==> src/rtl/sdram_arb_pkg.sv <==
// Shared types and constants for the SDRAM request arbiter.
//   t_arb_state : arbiter FSM state
//   t_arb_cmd   : latched command (address + direction)
//   c_streak_w  : width of the read-streak counter (supports limits up to 15)
//   c_req_addrw : request address width carried by t_arb_cmd
package sdram_arb_pkg;

  localparam int unsigned c_streak_w  = 4;
  localparam int unsigned c_req_addrw = 24;

  typedef enum logic [1:0] {
    IDLE,
    ISSUE_WR,
    ISSUE_RD
  } t_arb_state;

  typedef struct packed {
    logic [c_req_addrw-1:0] addr;
    logic                   is_write;
  } t_arb_cmd;

endpackage

==> src/rtl/sdram_req_arbiter_credit_counter.sv <==
// Up/down credit counter with saturation at p_max and a sticky overflow flag.
//   i_clk, i_rst : clock, asynchronous active-high reset (count resets to p_max)
//   i_take       : consume one credit
//   i_give       : return one credit
//   o_count      : credits available
//   o_err        : sticky, set when a credit is returned while already full
module credit_counter #(
  parameter int unsigned p_max   = 64,
  parameter int unsigned p_width = 7
) (
  input  logic               i_clk,
  input  logic               i_rst,
  input  logic               i_take,
  input  logic               i_give,
  output logic [p_width-1:0] o_count,
  output logic               o_err
);

  localparam logic [p_width-1:0] c_max = p_width'(p_max);

  always_ff @(posedge i_clk or posedge i_rst) begin
    if (i_rst) begin
      o_count <= c_max;
      o_err   <= 1'b0;
    end else begin
      unique case ({i_take, i_give})
        2'b10: begin
          if (o_count != '0) o_count <= o_count - 1'b1;
        end
        2'b01: begin
          if (o_count == c_max) o_err   <= 1'b1;
          else                  o_count <= o_count + 1'b1;
        end
        default: ;  // idle, or take and give cancel out
      endcase
    end
  end

endmodule

==> src/rtl/sdram_req_arbiter.sv <==
// Single-port scheduler in front of sdram_ctrl. Grants one burst command at a
// time; reads win for display deadlines, but after p_max_rd_streak consecutive
// read grants a pending write goes first. Reads are gated by credits tracking
// free space in the downstream read-data FIFO.
//   i_clk, i_rst            : DRAM clock, asynchronous active-high reset
//   i_ctrl_init             : controller ready for commands
//   i_wr_valid/addr/data    : write burst request; o_wr_ready accepts it
//   i_rd_valid/addr         : read burst request;  o_rd_ready accepts it
//   o_ctrl_wr_*             : held write command;  i_ctrl_wr_ready completes it
//   o_ctrl_rd_*             : held read command;   i_ctrl_rd_ready completes it
//   i_rd_burst_done         : credit return, one pulse per drained burst
//   o_rd_credits            : credits currently available
//   o_credit_err            : sticky credit overflow
//   o_busy                  : a command is being held for the controller
module sdram_req_arbiter
  import sdram_arb_pkg::*;
#(
  parameter int unsigned p_burst_size    = 8,
  parameter int unsigned p_dram_dataw    = 16,
  parameter int unsigned p_req_addrw     = 24,
  parameter int unsigned p_max_rd_streak = 4,
  parameter int unsigned p_rd_credits    = 64
) (
  input  logic                             i_clk,
  input  logic                             i_rst,
  input  logic                             i_ctrl_init,
  input  logic                             i_wr_valid,
  input  logic [p_req_addrw-1:0]           i_wr_addr,
  input  logic [p_dram_dataw-1:0]          i_wr_data [p_burst_size],
  output logic                             o_wr_ready,
  input  logic                             i_rd_valid,
  input  logic [p_req_addrw-1:0]           i_rd_addr,
  output logic                             o_rd_ready,
  output logic                             o_ctrl_wr_req,
  output logic [p_req_addrw-1:0]           o_ctrl_wr_addr,
  output logic [p_dram_dataw-1:0]          o_ctrl_wr_data [p_burst_size],
  input  logic                             i_ctrl_wr_ready,
  output logic                             o_ctrl_rd_req,
  output logic [p_req_addrw-1:0]           o_ctrl_rd_addr,
  input  logic                             i_ctrl_rd_ready,
  input  logic                             i_rd_burst_done,
  output logic [$clog2(p_rd_credits+1)-1:0] o_rd_credits,
  output logic                             o_credit_err,
  output logic                             o_busy
);

  localparam int unsigned           c_cred_w     = $clog2(p_rd_credits + 1);
  localparam logic [c_streak_w-1:0] c_streak_max = c_streak_w'(p_max_rd_streak);

  t_arb_state              state;
  t_arb_cmd                cmd;
  logic [c_streak_w-1:0]   streak;
  logic [p_dram_dataw-1:0] wr_data_q [p_burst_size];
  logic [c_cred_w-1:0]     credits;
  logic                    rd_elig;
  logic                    wr_elig;
  logic                    rd_grant;
  logic                    wr_grant;
  logic                    issue_done;

  always_comb begin
    rd_elig  = 1'b0;
    wr_elig  = 1'b0;
    rd_grant = 1'b0;
    wr_grant = 1'b0;
    if (state == IDLE && i_ctrl_init) begin
      rd_elig  = i_rd_valid && (credits != '0);
      wr_elig  = i_wr_valid;
      rd_grant = rd_elig && (!wr_elig || (streak < c_streak_max));
      wr_grant = wr_elig && !rd_grant;
    end
  end

  // Completion is selected by the latched direction, so both ISSUE states
  // share a single exit condition.
  always_comb begin
    issue_done = cmd.is_write ? i_ctrl_wr_ready : i_ctrl_rd_ready;
  end

  always_ff @(posedge i_clk or posedge i_rst) begin
    if (i_rst) begin
      state         <= IDLE;
      cmd           <= '0;
      streak        <= '0;
      o_ctrl_wr_req <= 1'b0;
      o_ctrl_rd_req <= 1'b0;
      for (int unsigned i = 0; i < p_burst_size; i++) wr_data_q[i] <= '0;
    end else begin
      unique case (state)
        IDLE: begin
          if (rd_grant) begin
            state         <= ISSUE_RD;
            cmd.addr      <= i_rd_addr;
            cmd.is_write  <= 1'b0;
            o_ctrl_rd_req <= 1'b1;
            if (streak != c_streak_max) streak <= streak + 1'b1;
          end else if (wr_grant) begin
            state         <= ISSUE_WR;
            cmd.addr      <= i_wr_addr;
            cmd.is_write  <= 1'b1;
            o_ctrl_wr_req <= 1'b1;
            streak        <= '0;
            for (int unsigned i = 0; i < p_burst_size; i++) wr_data_q[i] <= i_wr_data[i];
          end
        end
        ISSUE_WR, ISSUE_RD: begin
          if (issue_done) begin
            state         <= IDLE;
            o_ctrl_wr_req <= 1'b0;
            o_ctrl_rd_req <= 1'b0;
          end
        end
        default: state <= IDLE;
      endcase
    end
  end

  credit_counter #(
    .p_max   (p_rd_credits),
    .p_width (c_cred_w)
  ) u_credit_counter (
    .i_clk   (i_clk),
    .i_rst   (i_rst),
    .i_take  (rd_grant),
    .i_give  (i_rd_burst_done),
    .o_count (credits),
    .o_err   (o_credit_err)
  );

  assign o_wr_ready     = wr_grant;
  assign o_rd_ready     = rd_grant;
  assign o_ctrl_wr_addr = cmd.addr;
  assign o_ctrl_rd_addr = cmd.addr;
  assign o_ctrl_wr_data = wr_data_q;
  assign o_rd_credits   = credits;
  assign o_busy         = (state != IDLE);

endmodule

==> config.mk <==
export PLATFORM = sky130hd
export DESIGN_NAME = sdram_req_arbiter
export DESIGN_NICKNAME = d
export VERILOG_FILES = /design/src/rtl/sdram_arb_pkg.sv /design/src/rtl/sdram_req_arbiter_credit_counter.sv /design/src/rtl/sdram_req_arbiter.sv
export SDC_FILE = /design/constraint.sdc
export NUM_CORES = 1
export LEC_CHECK = 0
export CORE_MARGIN = 2
export CORE_UTILIZATION = 25
export DETAILED_ROUTE_END_ITERATION = 10
export PLACE_DENSITY = 0.67
export REMOVE_ABC_BUFFERS = 1
export SLEW_MARGIN = 20
export SYNTH_ARGS = -nofsm -noshare
export SYNTH_HDL_FRONTEND = slang
export SYNTH_SLANG_ARGS = --single-unit
==> constraint.sdc <==
create_clock -name i_clk -period 5.2 [get_ports i_clk]
set_input_delay 1.04 -clock i_clk [delete_from_list [all_inputs] [get_ports i_clk]]
set_output_delay 1.04 -clock i_clk [all_outputs]
set_load 0.01 [all_outputs]
# Word-level counts from Yosys, hierarchy flattened

Index checks and enable logic that the tools add are counted.

Flip-flop bits (word level): 169
Bits of input ports: 184
Output and inout port bits: 189
Word-level logic and storage cells: 78

Add/sub/neg operators: 3
Magnitude comparators: 1
Equal/unequal tests: 14
Multiplexer cells: 21
Bitwise gates (word level): 1
Reduce and logical (&&, ||, !) cells: 22

Operators with widths:

| operator            | count |
|---|---|
| $mux 25             | 2 |
| $mux 7              | 2 |
| $pmux 7 s2          | 1 |
| $mux 4              | 3 |
| $ne 2x2->1 const B  | 6 |
| $reduce_and 3->1    | 4 |
| $reduce_bool 2->1   | 4 |
| $add 7x1->7 const B | 1 |
| $eq 7x7->1 const B  | 1 |
| $mux 1              | 7 |
| $reduce_bool 7->1   | 1 |
| $sub 7x1->7 const B | 1 |
| $mux 2              | 3 |
| $reduce_and 2->1    | 3 |
| $add 4x1->4 const B | 1 |
| $eq 2x1->1 const B  | 2 |
| $eq 2x2->1 const B  | 2 |
| $logic_and 1x1->1   | 4 |
| $lt 4x3->1 const B  | 1 |
| $ne 4x3->1 const B  | 1 |
| $pmux 1 s2          | 2 |
| $pmux 2 s2          | 1 |
| $reduce_and 4->1    | 1 |
| $ne 3x2->1 const B  | 1 |
| 6 further kinds     | 7 |

# Logic depth before layout (Yosys ltp)

Word-level depth: 9
Mapped depth: 12
Mapped depth without buffers: 11

# Hierarchy

From an unflattened synthesis, not the netlist that was laid out.

Cell total of the unflattened synthesis: 787
Area total of the unflattened synthesis: 7287.0 um2

By module, submodules not included:

| module            | times used | cells an instance | area each (um2) | seq. area each (um2) |
|---|---|---|---|---|
| sdram_req_arbiter | 1          | 729               | 6683.9          | 4028.9 |
| credit_counter    | 1          | 58                | 603.1           | 201.4 |

# Least setup slack after synthesis

OpenSTA, ideal clock, no wires.

Kind: input -> register
From: input i_wr_valid
To: register u_credit_counter.o_count[6]
Library setup time: 0.096 ns
Data arrival time: 3.025 ns
Required time: 5.104 ns
Setup slack: 2.079 ns
Cell stages on the path: 10
Path buffers: 0
Cells stage by stage: o21ai_0 > and4_1 > nand2b_1 > nand2_1 > fa_1 > a211oi_1 > o21bai_1 > a21o_1 > o31ai_1 > o221ai_1

Longest elaborated chain between the ends: 7
Elaborated cells on any way between the ends: 11
Those cells by class: eq/ne: 4; mux: 2; reduce/logical: 5

Ends and longest elaborated chain:

| item                                                             | RTL line                               | RTL |
|---|---|---|
| start, declared                                                  | sdram_req_arbiter.sv:27                | `input logic i_wr_valid,` |
| $logic_not 1->1 (*)                                              | sdram_req_arbiter.sv:69                | `rd_grant = rd_elig && (!wr_elig \|\| (streak < c_streak_max));` |
| $logic_or 1x1->1 (*)                                             | sdram_req_arbiter.sv:69                |  |
| $logic_and 1x1->1 (*)                                            | sdram_req_arbiter.sv:69                |  |
| $mux 1 (*)                                                       | sdram_req_arbiter.sv:66                | `if (state == IDLE && i_ctrl_init) begin` |
| $eq 2x1->1 or $eq 2x2->1 (tied branches)                         | sdram_req_arbiter_credit_counter.sv:26 | `unique case ({i_take, i_give})` |
| $ne 2x2->1 (no source line) or $reduce_bool 2->1 (tied branches) | n/a                                    |  |
| $reduce_and 3->1 (no source line)                                | n/a                                    |  |
| end signal, assigned                                             | sdram_req_arbiter_credit_counter.sv:23 | `o_count <= c_max;` |
| end signal, assigned                                             | sdram_req_arbiter_credit_counter.sv:28 | `if (o_count != '0) o_count <= o_count - 1'b1;` |
| end signal, assigned                                             | sdram_req_arbiter_credit_counter.sv:32 | `else o_count <= o_count + 1'b1;` |
| end, declared                                                    | sdram_req_arbiter_credit_counter.sv:15 | `output logic [p_width-1:0] o_count,` |

Mark *: on every way between the ends. The rest lies on a longest branch, timed or not.
A chain may end at the register's enable or synchronous reset.

# Worst setup path in the final report

From: input i_wr_valid
To: output o_wr_ready

Longest elaborated chain between the ends: 6

Ends and longest elaborated chain:

| item                  | RTL line                | RTL |
|---|---|---|
| $logic_not 1->1       | sdram_req_arbiter.sv:69 |  |
| $logic_or 1x1->1      | sdram_req_arbiter.sv:69 |  |
| $logic_and 1x1->1     | sdram_req_arbiter.sv:69 |  |
| $logic_not 1->1       | sdram_req_arbiter.sv:70 | `wr_grant = wr_elig && !rd_grant;` |
| $logic_and 1x1->1 (*) | sdram_req_arbiter.sv:70 |  |
| $mux 1 (*)            | sdram_req_arbiter.sv:66 |  |
| end, declared         | sdram_req_arbiter.sv:30 | `output logic o_wr_ready,` |

Marks and branches as above.

==> run summary <==
Post-synth EDFFs - 0
RSZ-0062 raised after global routing - no
initial antenna violation count - 0
min cycle time layout - 4080 ps
Post-Syn Area - 7270 um2
post-layout util - 0.405
Most used DFF post-synth - dfrtp_1
Synth-to-Final Area Change - 59.7%
Tcrit/Tclk final - 0.784
Setup Buffers After CTS - 0
io pins - 373
leakage - 5.47 nW
Clk pwr share - 0.194
vias in the first global route - 6420
fmax - 245 MHz
H-tree depth - 4
share of layout cells above drive strength 1 - 0.0496
Overall Global Routing Usage - 0.145
first-pass GRT wire length - 35400 um
worst slew pin tran - 927 ps
Simple-Gate Fraction of Synth Area - 0.224
mux contribution to synthesized area - 0.0146
Crit path top cell by count - clkdlybuf4s50_1
count of cells resized by post-cts repair - 0
crit path DAT - 3040 ps
post-synthesis xor/xnor area fraction - 0.00722
Int Power - 4.37 mW
Nets - 1291
Vert. Die Dim - 175 um
Post-route DRC - 0
DR vias - 6370
CTS tree - yes
worst-path maximum fanout - 27
cts-stage hold buffer count - 0
CP endpoint kind - output pin
largest family of logic cells by synthesized area - simple AND/OR/NAND/NOR gates
die extent in x - 175 um
# fillers - 2798
sequential element share of the synthesized area - 0.582
row count - 62
CTS clk-pin slew, worst paths - 70 ps
asr flop ratio synth - 1.00
max-slew violation count - 0
DR WL/cell - 14.9 um
FF+latch count, synth - 169
slowest stage delay, CP - 610 ps
slew margin rel. - 0.382
Sw Ratio - 0.351
dpl hpwl - 16000 um
Power Dens Cells - 580 nW/um2
Final Setup Violations - 0
number of I/O port buffers - 372
Worst-Skew Late Latency - 420 ps
post-route ant nets - 0
Via density - 4.27
Distinct cells, synth - 45
Avg Inst Size Synth - 9.30 um2
placed cell count - 1461
clock sinks - 169
switching pwr - 2.36 mW
total grt overflow - 0
Setup Skew - 12.0 ps
drt first pass iters - 5
CP required - 4160 ps
final hold violations - 0
cells after synthesis - 782
most common cell after layout, fill and taps aside - nand2_1
commonest cells after routing, fill and taps aside - nand2_1, clkdlybuf4s50_1, dfrtp_1, inv_1, a222oi_1
Synth warnings - 0
share of power burned in registers - 0.347
Inserted Diodes - 0
Num CTS Buffers - 17
1st-iter DRT viols - 306
CP max-delay cell - clkdlybuf4s50_1
outcome - completed
core area - 28700 um2
Adder-Cell Fraction of Synth Area - 0.0200
Worst Setup Path Type - input pin to output pin
largest net degree at the start of global routing - 87
Synth Area in Compound Gates - 0.0590
clk root buf - clkbuf_16
Non-Filler Instances - 1493
Max VDD drop - 224 uV
Worst setup SP type - input pin
Detailed Route WL - 22300 um
RePlAce Congestion - 0.787
Comb power frac - 0.459
die area - 30500 um2
CTS Buffer Depth - 2
Initial Util - 0.253
worst hold path type - flip-flop to flip-flop
# Max-Cap Violations - 0
CP Cell Sequence - clkdlybuf4s50_1 > o21ai_0 > o311ai_2 > nand4_4 > inv_4 > clkdlybuf4s50_1
-- stage by stage --
stage | hold slack [ps] | setup WS [ps] | power [mW] | area [um2] | TNS (ps)
6_report | 473 | 1120 | 6.74 | 11600 | 0
5_1_grt | 493 | 985 | 7.21 | 11600 | 0
4_1_cts | 477 | 1120 | 6.83 | 11600 | 0
3_5_place_dp | 461 | 1100 | 5.48 | 11000 | 0
3_3_place_gp | 454 | 1180 | 5.41 | 11000 | 0
2_1_floorplan | 470 | -961 | 3.59 | 6720 | -101370
-- cell type report --
cell class / count / area [um2] / share of cell area
clock inverters: 13 / 150 / 0.0129
inverters: 34 / 135 / 0.0116
well taps: 384 / 480 / 0.0414
repair buffers: 380 / 3800 / 0.327
flip-flops and latches: 169 / 4230 / 0.364
clock buffers: 19 / 453 / 0.0390
multi-input cells: 494 / 2370 / 0.204
-- per-layer routing --
layer / part of all wire / track usage
met2: 0.50 / 0.250
met5: 0 / 0
met1: 0.40 / 0.173
met3: 0.086 / 0.0527
met4: 0.013 / 0.0375
-- cells in the mapped netlist (2+ instances only) --
cell      count  area, um2
nand2_1     391       1470
nor2_1        4       15.0
a21oi_1       4       20.0
ha_1         10        125
buf_4        54        405
buf_2        13       65.1
nand4_1       2       12.5
mux2i_1       5       50.1
mux2_2        5       56.3
nor3_1        3       15.0
o41ai_1       2       17.5
a211oi_1      2       15.0
inv_1        32        120
a222oi_1     24        240
xnor2_1       5       43.8
nand3_1       5       25.0
dfrtp_1     168       4200
nand3b_1      2       15.0
a21o_1        2       15.0
o21ai_0       5       25.0
clkbuf_1     16       60.1
and2_1        2       12.5
inv_2         2       7.51
buf_6         2       22.5
o211ai_1      2       15.0
-- flip-flops by register name (all words and copies together) (netlist names) --
name                      cells
cmd                           1
o_ctrl_rd_addr               24
o_ctrl_rd_req                 1
o_ctrl_wr_data              128
o_ctrl_wr_req                 1
state                         2
streak                        4
u_credit_counter.o_count      7
u_credit_counter.o_err        1
-- path summary, 6_finish.rpt --
check	start	endpoint	slack, ps	cells past startpoint
max reg2reg	u_credit_counter.o_count[3]	u_credit_counter.o_count[6]	1870	10
max	i_wr_valid	o_wr_ready	1120	6
min reg2reg	o_ctrl_wr_data[111]	o_ctrl_wr_data[111]	470	2
min	o_ctrl_wr_data[111]	o_ctrl_wr_data[111]	470	2
max in group asynchronous	i_rst	o_ctrl_wr_data[80]	3220	3
min in group asynchronous	i_rst	o_ctrl_wr_data[116]	1000	2
-- power groups by stage --
stage	Combinational, mW	Clock, mW	Sequential (mW)
global route	3.37	1.42	2.42
detailed placement	3.12	0	2.35
floorplan	0.958	0	2.63
finish	3.09	1.31	2.34
global placement	3.09	0	2.33
CTS	3.13	1.36	2.34
-- critical path, delay by kind of cell --
kind / cells / cell delay (ps)
AOI/OAI and AO/OA: 2 / 360
buffers and inverters: 3 / 1450
and+or+nand+nor: 1 / 160
-- cell families (layout without fill, tap and decap cells) --
logic type,Yosys count,after routing
xor+xnor,6,6
buf+inv,119,446
fa+ha+maj,11,11
mux,10,10
flops,169,169
compound gates,50,50
simple gates,417,417
Note: power is estimated with default switching activity, not from simulation.
